--- src/rtl/demux_router_pkg.sv ---
// Shared defaults and helpers for the demux_router slice.
package demux_router_pkg;

  localparam int DEF_WIDTH    = 8;
  localparam int DEF_CHANNELS = 3;
  localparam int DEF_SEL_W    = 2;
  localparam int DEF_CNT_W    = 8;

  localparam logic [DEF_CNT_W-1:0] DROP_CNT_MAX = '1;

  // Smallest select width that can address every channel (at least 1 bit).
  function automatic int min_sel_w(input int channels);
    int w;
    w = 5;
    for (int i = 4; i >= 1; i--) begin
      if ((1 << i) >= channels) w = i;
    end
    return w;
  endfunction

endpackage

--- src/rtl/demux_slot.sv ---
// One-entry output slot: captures a word on fill, clears valid on drain.
// A simultaneous fill and drain replaces the word and keeps the slot valid.
module demux_slot
  import demux_router_pkg::*;
#(
  parameter int WIDTH = DEF_WIDTH
) (
  input  logic             clk,
  input  logic             rst_n,
  input  logic             fill,
  input  logic [WIDTH-1:0] fill_dat,
  input  logic             drain,
  output logic [WIDTH-1:0] q_dat,
  output logic             q_vld
);

  always_ff @(posedge clk or negedge rst_n) begin
    if (!rst_n) begin
      q_dat <= '0;
      q_vld <= 1'b0;
    end else if (fill) begin
      q_dat <= fill_dat;
      q_vld <= 1'b1;
    end else if (drain) begin
      q_vld <= 1'b0;
    end
  end

endmodule

--- src/rtl/demux_router.sv ---
// Registered 1-to-N demux with a one-entry slot per channel; 1-cycle latency.
// Out-of-range selects are always consumed, flagged on ERR and counted.
module demux_router
  import demux_router_pkg::*;
#(
  parameter int WIDTH    = DEF_WIDTH,
  parameter int CHANNELS = DEF_CHANNELS,
  parameter int SEL_W    = DEF_SEL_W,
  parameter int CNT_W    = DEF_CNT_W
) (
  input  logic                      CLK,
  input  logic                      RST_N,
  input  logic [WIDTH-1:0]          I,
  input  logic [SEL_W-1:0]          S,
  input  logic                      I_VALID,
  output logic                      I_READY,
  output logic [CHANNELS*WIDTH-1:0] Q,
  output logic [CHANNELS-1:0]       Q_VALID,
  input  logic [CHANNELS-1:0]       Q_READY,
  output logic                      ERR,
  output logic [CNT_W-1:0]          DROP_CNT
);

  localparam int NSEL = 1 << SEL_W;
  localparam logic [CNT_W-1:0] CNT_MAX = {CNT_W{1'b1}};

  if (SEL_W < min_sel_w(CHANNELS)) begin : g_sel_w_check
    $error("demux_router: SEL_W too narrow for CHANNELS");
  end

  logic [NSEL-1:0] slot_free;
  logic            accept;
  logic            illegal_acc;

  assign accept      = I_VALID && I_READY;
  assign illegal_acc = accept && (int'(S) >= CHANNELS);

  // Unused select codes read as always-free so illegal words are never stalled.
  assign I_READY = slot_free[S];

  for (genvar k = 0; k < NSEL; k++) begin : g_sel
    if (k < CHANNELS) begin : g_ch
      assign slot_free[k] = !Q_VALID[k] || Q_READY[k];

      demux_slot #(.WIDTH(WIDTH)) u_slot (
        .clk      (CLK),
        .rst_n    (RST_N),
        .fill     (accept && (S == SEL_W'(k))),
        .fill_dat (I),
        .drain    (Q_READY[k]),
        .q_dat    (Q[k*WIDTH +: WIDTH]),
        .q_vld    (Q_VALID[k])
      );
    end else begin : g_pad
      assign slot_free[k] = 1'b1;
    end
  end

  always_ff @(posedge CLK or negedge RST_N) begin
    if (!RST_N) begin
      ERR      <= 1'b0;
      DROP_CNT <= '0;
    end else begin
      ERR <= illegal_acc;
      if (illegal_acc && (DROP_CNT != CNT_MAX)) begin
        DROP_CNT <= DROP_CNT + 1'b1;
      end
    end
  end

endmodule
--- config.mk ---
export PLATFORM = sky130hd
export DESIGN_NAME = demux_router
export DESIGN_NICKNAME = d
export VERILOG_FILES = /design/src/rtl/demux_router_pkg.sv /design/src/rtl/demux_slot.sv /design/src/rtl/demux_router.sv
export SDC_FILE = /design/constraint.sdc
export NUM_CORES = 1
export LEC_CHECK = 0
export BUFFER_PORTS_ARGS = -buffer_cell sky130_fd_sc_hd__clkbuf_2
export CORE_UTILIZATION = 52
export CTS_BUF_LIST = sky130_fd_sc_hd__clkbuf_16
export CTS_CLUSTER_DIAMETER = 50
export DETAILED_ROUTE_END_ITERATION = 6
export GPL_TIMING_DRIVEN = 0
export HOLD_SLACK_MARGIN = 0.05
export MAX_ROUTING_LAYER = met4
export PLACE_DENSITY = 0.92
export REMOVE_ABC_BUFFERS = 1
export SLEW_MARGIN = 0
export SYNTH_ARGS = -nofsm -noshare
export SYNTH_HDL_FRONTEND = slang
export SYNTH_SLANG_ARGS = --single-unit
--- constraint.sdc ---
create_clock -name CLK -period 3.6 [get_ports CLK]
set_input_delay 0.36 -clock CLK [delete_from_list [all_inputs] [get_ports CLK]]
set_output_delay 0.36 -clock CLK [all_outputs]
set_load 0.02 [all_outputs]
Word level (Yosys, flattened, before mapping)
Cells that the tools add are included.
- register bits after elaboration: 36
- input port bits: 16
- output and inout port bits: 37
- add/subtract/negate cells: 1
- magnitude comparators: 2
- eq/ne operators: 3
- mux-type cells: 8
- reductions and logical operators: 16
- operators with widths (operator ; count):
    adder 8 x 1 -> 8 bit (second input constant) ; 1
    != test 8 bit (second input constant) ; 1
    two-way mux 1 bit ; 7
    logical AND 1 bit ; 6
    nonzero test 2 bit ; 3
    logical NOT 1 bit ; 3
    logical OR 1 bit ; 3
    < comparator 2 x 3 -> 1 bit (second input constant) ; 1
    binary-select mux 1 bit (select 2 bit) ; 1
    == test 2 x 1 -> 1 bit (second input constant) ; 1
    == test 2 bit (second input constant) ; 1
    >= comparator 2 bit (second input constant) ; 1
    logical NOT 2 bit ; 1

Logic depth before layout (Yosys ltp)
- depth in word-level cells: 7
- gate-level depth with buffers: 4
- mapped depth without buffers: 4

Modules after synthesis
Synthesis repeated with hierarchy kept, for this count alone.
- cells, all modules: 110
- area total of the unflattened synthesis: 1629.1 um^2
- modules (own cells, without submodules) (module ; instances ; cells each ; area each (um^2)):
    demux_slot ; 3 ; 20 ; 369.1
    demux_router ; 1 ; 50 ; 521.8

Worst setup path after synthesis
OpenSTA, ideal clock, no wires.
- path type: reg-to-reg
- start point: register DROP_CNT[0]
- end point: register DROP_CNT[5]
- arrival time: 1.441 ns
- setup slack: 2.079 ns
- cell stages (with the launch flop): 5
- path buffers: 0
- path through: dfrtp_1 -> ha_1 -> and3_1 -> a2111oi_2 -> xor2_1
- word-level cells in the longest chain between the ends: 2
- ends and longest elaborated chain (element ; line ; source):
    start, declared ; demux_router.sv:21 ; output logic [CNT_W-1:0] DROP_CNT
    start signal, assigned ; demux_router.sv:66 ; DROP_CNT <= DROP_CNT + 1'b1;
    parallel branches: the longest is 2 deep, another holds adder 8 x 1 -> 8 bit ; n/a ;
Parallel ways; which one is timed is not known.
A chain may end at the register's enable or synchronous reset.

Worst setup path after layout
- start point: register g_sel[0].g_ch.u_slot.q_vld
- end point: output I_READY
- word-level cells in the longest chain between the ends: 4
- ends and longest elaborated chain (element ; line ; source):
    start, declared ; demux_slot.sv:14 ; output logic q_vld
    start signal, assigned ; demux_slot.sv:20 ; q_vld <= 1'b0;
    start signal, assigned ; demux_slot.sv:23 ; q_vld <= 1'b1;
    start signal, assigned ; demux_slot.sv:25 ; q_vld <= 1'b0;
    logical NOT 1 bit ; demux_router.sv:43 ; assign slot_free[k] = !Q_VALID[k] || Q_READY[k];
    logical OR 1 bit ; demux_router.sv:43 ;
    binary-select mux 1 bit (select 2 bit) ; demux_router.sv:39 ; assign I_READY = slot_free[S];
    two-way mux 1 bit (implied by the code) ; demux_router.sv:39 ;
    end, declared ; demux_router.sv:16 ; output logic I_READY,
No other way between the ends. The select of a mux whose other input is x is not followed.

==> impl.org <==
** Status
- Run status :: finished clean

** Yosys
- Number of storage elements in the synthesis netlist :: 36
- Arithmetic-cell share of the synthesized area counting full adders, half adders and majority gates :: 0.827%
- The synthesized design contains 0 enable-type register cells.
- Simple-gate area share of the yosys netlist :: 10.8%
- For this run, the leading register cell type out of synthesis is dfrtp_1.
- Share of synthesized area spent on multiplexers :: 20.0%
- In this run the cell area of the synthesized design comes to 0.00151 mm^2.
- For this run, asynchronously set or reset flops after synthesis account for 100%.
- After synthesis, the largest family of logic cells by area is multiplexers.
- Main area contributors after synthesis :: dfrtp_1, mux2_2, nand2_1
- A synthesized cell averages 13.8 um^2.
- Dominant cell type by area after synthesis :: dfrtp_1
- After technology mapping, the gate count stands at 110.
- The synthesized netlist contains 29 unique library cells.
- The share of the Yosys chip area taken by registers is 59.6%.
- Summing the areas of all xor and xnor instances in the mapped netlist gives 2.32% of the synthesized area.
- Portion of synthesized cell area occupied by the leading cell type :: 59.6%
- The commonest cells after synthesis are dfrtp_1, mux2_2, nand2_1.
- Yosys instantiated no cell more often than dfrtp_1.
- Yosys warnings :: 0
- Area fraction in compound gates after synthesis :: 3.89%

** Clock tree
- After clock tree synthesis, the repair step resized 0 gates.
- Sinks on the clock net :: 36
- Worst-path clk slew :: 0.05 ns
- Buffers inserted to repair hold after CTS numbered 0.
- Clock Tree Root :: clkbuf_16
- The later pin in the worst-skew pair is clocked with a latency of 0.27 ns.
- Setup fix buffers added after clock tree synthesis :: 0
- TritonCTS clock tree :: done
- The clock passes through at most 2 buffers.
- CTS H-tree lvls :: 2
- The number of clock buffers added by TritonCTS is 5.

** Detailed routing
- After detailed routing, the wire length on met1 is 1.21 mm.
- DRC marker count from the first detailed-route iteration :: 28
- Dividing the detail-routed wire length by the instance count gives 14.5 um.
- DR pass1 iterations :: 4
- The routed layout has 1,043 vias.
- Avg Vias per Cell :: 5.38
- In this run the remaining antenna-violating nets after routing total 0.
- The routed design has 2.81 mm of wire.
- The highest metal layer carrying signal wires in the routed design is met4.
- Detailed routing placed a total of 1.35 mm of wire on met2.
- After detailed routing, the number of remaining DRC violations is 0.
- Met3 wirelength from detailed routing :: 201 um

** Run
- Maximum capacitance violations :: 0

** Timing
- Setup repair after global routing left no endpoint under its margin.
- Max-slew violations :: 0
- Final setup TNS :: 0 ns
- Setup violation total in the final timing report :: 0
- Counting I/O delays and the setup requirement, the final critical path takes 1.59 ns.
- Slew headroom :: 43.0%
- Final hold viol count :: 0
- Clock skew on the completed layout was measured at 0.00516 ns.
- At the pin with the least slew margin, the transition time is 0.855 ns.
- Fmax :: 630 MHz
- In the finished design, the share of the clock period the worst path needs comes to 44.1%.

** Power
- Dividing total power by cell area gives a power density of 684 mW/mm^2.
- Total leakage power :: 0.000962 uW
- VDD sags by at most 0.494 mV.

** Setup path
- Data on the critical path arrives at its endpoint at 1.23 ns.
- In this run the worst path has a maximum fanout of 3.
- Setup slack of the most critical reg-to-reg path :: 2.07 ns
- In this run the critical register-to-register path is launched from DROP_CNT[0]$_DFFE_PN0P_.
- By startpoint and endpoint, the worst setup path is classified as flop to primary output.
- The worst register-to-register path ends at DROP_CNT[5]$_DFFE_PN0P_.
- Crit path capture type :: primary output
- Required time of the worst setup path :: 3.24 ns
- Counting cells, the worst reg-to-reg path comes to 4.
- STA classifies the critical path startpoint as a flop.

** Floorplan
- Cell Rows :: 19
- Y dimension of the die :: 55.9 um
- In this run the horizontal extent of the chip is 55.9 um.
- After floorplanning, the core was sized to cover 0.00276 mm^2.
- Initial standard-cell utilization of the core :: 54.9%
- Area enclosed by the die boundary :: 0.00313 mm^2
- In this run the count of I/O pins placed on the die edge is 53.

** Place
- The wire-length estimate of the detail-placed layout is 2.07 mm.
- During placement, the flow inserted port buffers numbering 52.
- The number of placed instances, taps included, is 187.
- Routability-driven placement finished with a final weighted congestion of 0.821.

** Worst hold path
- The min-delay analysis places its worst path in the category input pin to async pin.

** Global routing
- Total track usage :: 20.2%
- Number of antenna violations at the first check in global routing :: 0
- The via count of the first global-routing pass was 1,010.
- Largest net degree at the start of global routing :: 37
- Residual overflow from global routing :: 0
- Wire length of the first global-routing pass :: 4.62 mm

** Layout
- 0 antenna diodes ended up in the layout.
- In the final layout, the share of cells above drive strength 1 is 54.0%.
- Area overhead of the layout relative to synthesis :: 26.2%
- For this run, the post-layout net count is 180.
- Fill cell instance count of the final layout :: 212
- Final instance count without filler cells :: 194
power breakdown:
part           switching, uW  leakage [uW]  internal (uW)
clock                    141     0.0000709            248
sequential              73.9      0.000440            494
combinational            209      0.000452            140
total                    424      0.000962            882
worst max-delay path, cell delays in order (launching register included):
cell,delay [ns]
dfrtp_1,0.37
nand2b_1,0.11
o21ai_0,0.09
o21ai_0,0.18
clkbuf_2,0.20
registers in the layout, indices dropped and copies added (netlist names):
signal,count
ERR,1
DROP_CNT,8
g_sel.g_ch.u_slot.q_dat,24
g_sel.g_ch.u_slot.q_vld,3
routing by layer:
metal  vias up  track usage (%)
met3         5             5.58
li1        497                -
met5         -                -
met2        47             32.4
met4         0             7.67
met1       494             24.6
final cells by class:
cell class              count  area (um^2)  area share (%)
flip-flops and latches     36          901            47.2
multi-input cells          67          572            29.9
repair buffers             52          260            13.6
clock buffers               5          125            6.55
well taps                  31         38.8            2.03
clock inverters             2         8.76           0.459
inverters                   1         3.75           0.197
per-stage QoR:
| step | power [uW] | worst slack (ns) | util, % | hold WS (ns) | instance area (um^2) |
|---|---|---|---|---|---|
| 2_1_floorplan | 782 | 2.08 | - | 0.0644 | 1480 |
| 3_3_place_gp | 907 | 1.95 | 64.4 | 0.483 | 1780 |
| 3_5_place_dp | 925 | 1.94 | 64.4 | 0.492 | 1780 |
| 4_1_cts | 1320 | 2.01 | 69.2 | 0.221 | 1910 |
| 5_1_grt | 1370 | 1.95 | 69.2 | 0.265 | 1910 |
| 6_report | 1310 | 2.01 | 69.2 | 0.190 | 1910 |
how the worst max path moves through the flow:
stage / end / from / slack, ns
global placement: g_sel[2].g_ch.u_slot.q_dat[7]$_DFFE_PN0P_ / I_VALID / 1.95
finish: I_READY / g_sel[0].g_ch.u_slot.q_vld$_DFFE_PN0P_ / 2.01
floorplan: DROP_CNT[5]$_DFFE_PN0P_ / DROP_CNT[0]$_DFFE_PN0P_ / 2.08
CTS: I_READY / g_sel[0].g_ch.u_slot.q_vld$_DFFE_PN0P_ / 2.01
detailed placement: g_sel[2].g_ch.u_slot.q_dat[0]$_DFFE_PN0P_ / I_VALID / 1.94
global route: I_READY / g_sel[0].g_ch.u_slot.q_vld$_DFFE_PN0P_ / 1.95
logic make-up (layout without fill, tap and decap cells):
group	count (synthesis)	count (layout)
flip-flops	36	36
AO/OA/AOI/OAI	8	8
buffers and inverters	7	60
multiplexers	27	27
AND/OR/NAND/NOR	27	27
adder cells (fa/ha/maj)	1	1
XOR/XNOR	4	4
cells in the final DEF, fill, tap and decap left out:
cell type,n
nand3_2,1
a2111oi_2,1
clkbuf_2,52
clkinv_2,1
xnor2_1,1
clkbuf_16,5
and4_1,1
nor4_1,2
nor2b_1,2
nand3b_1,2
and3_1,2
nand3_1,2
or2_2,1
nor3_1,2
nand2_1,8
a21o_1,2
nor3_4,1
inv_1,2
o21ai_0,3
a211o_1,1
xor2_1,3
nand2b_1,2
ha_1,1
dfrtp_1,36
nand4_1,1
mux2_2,26
mux2i_1,1
a21oi_1,1
No activity file was read; power rests on OpenSTA's default activity.
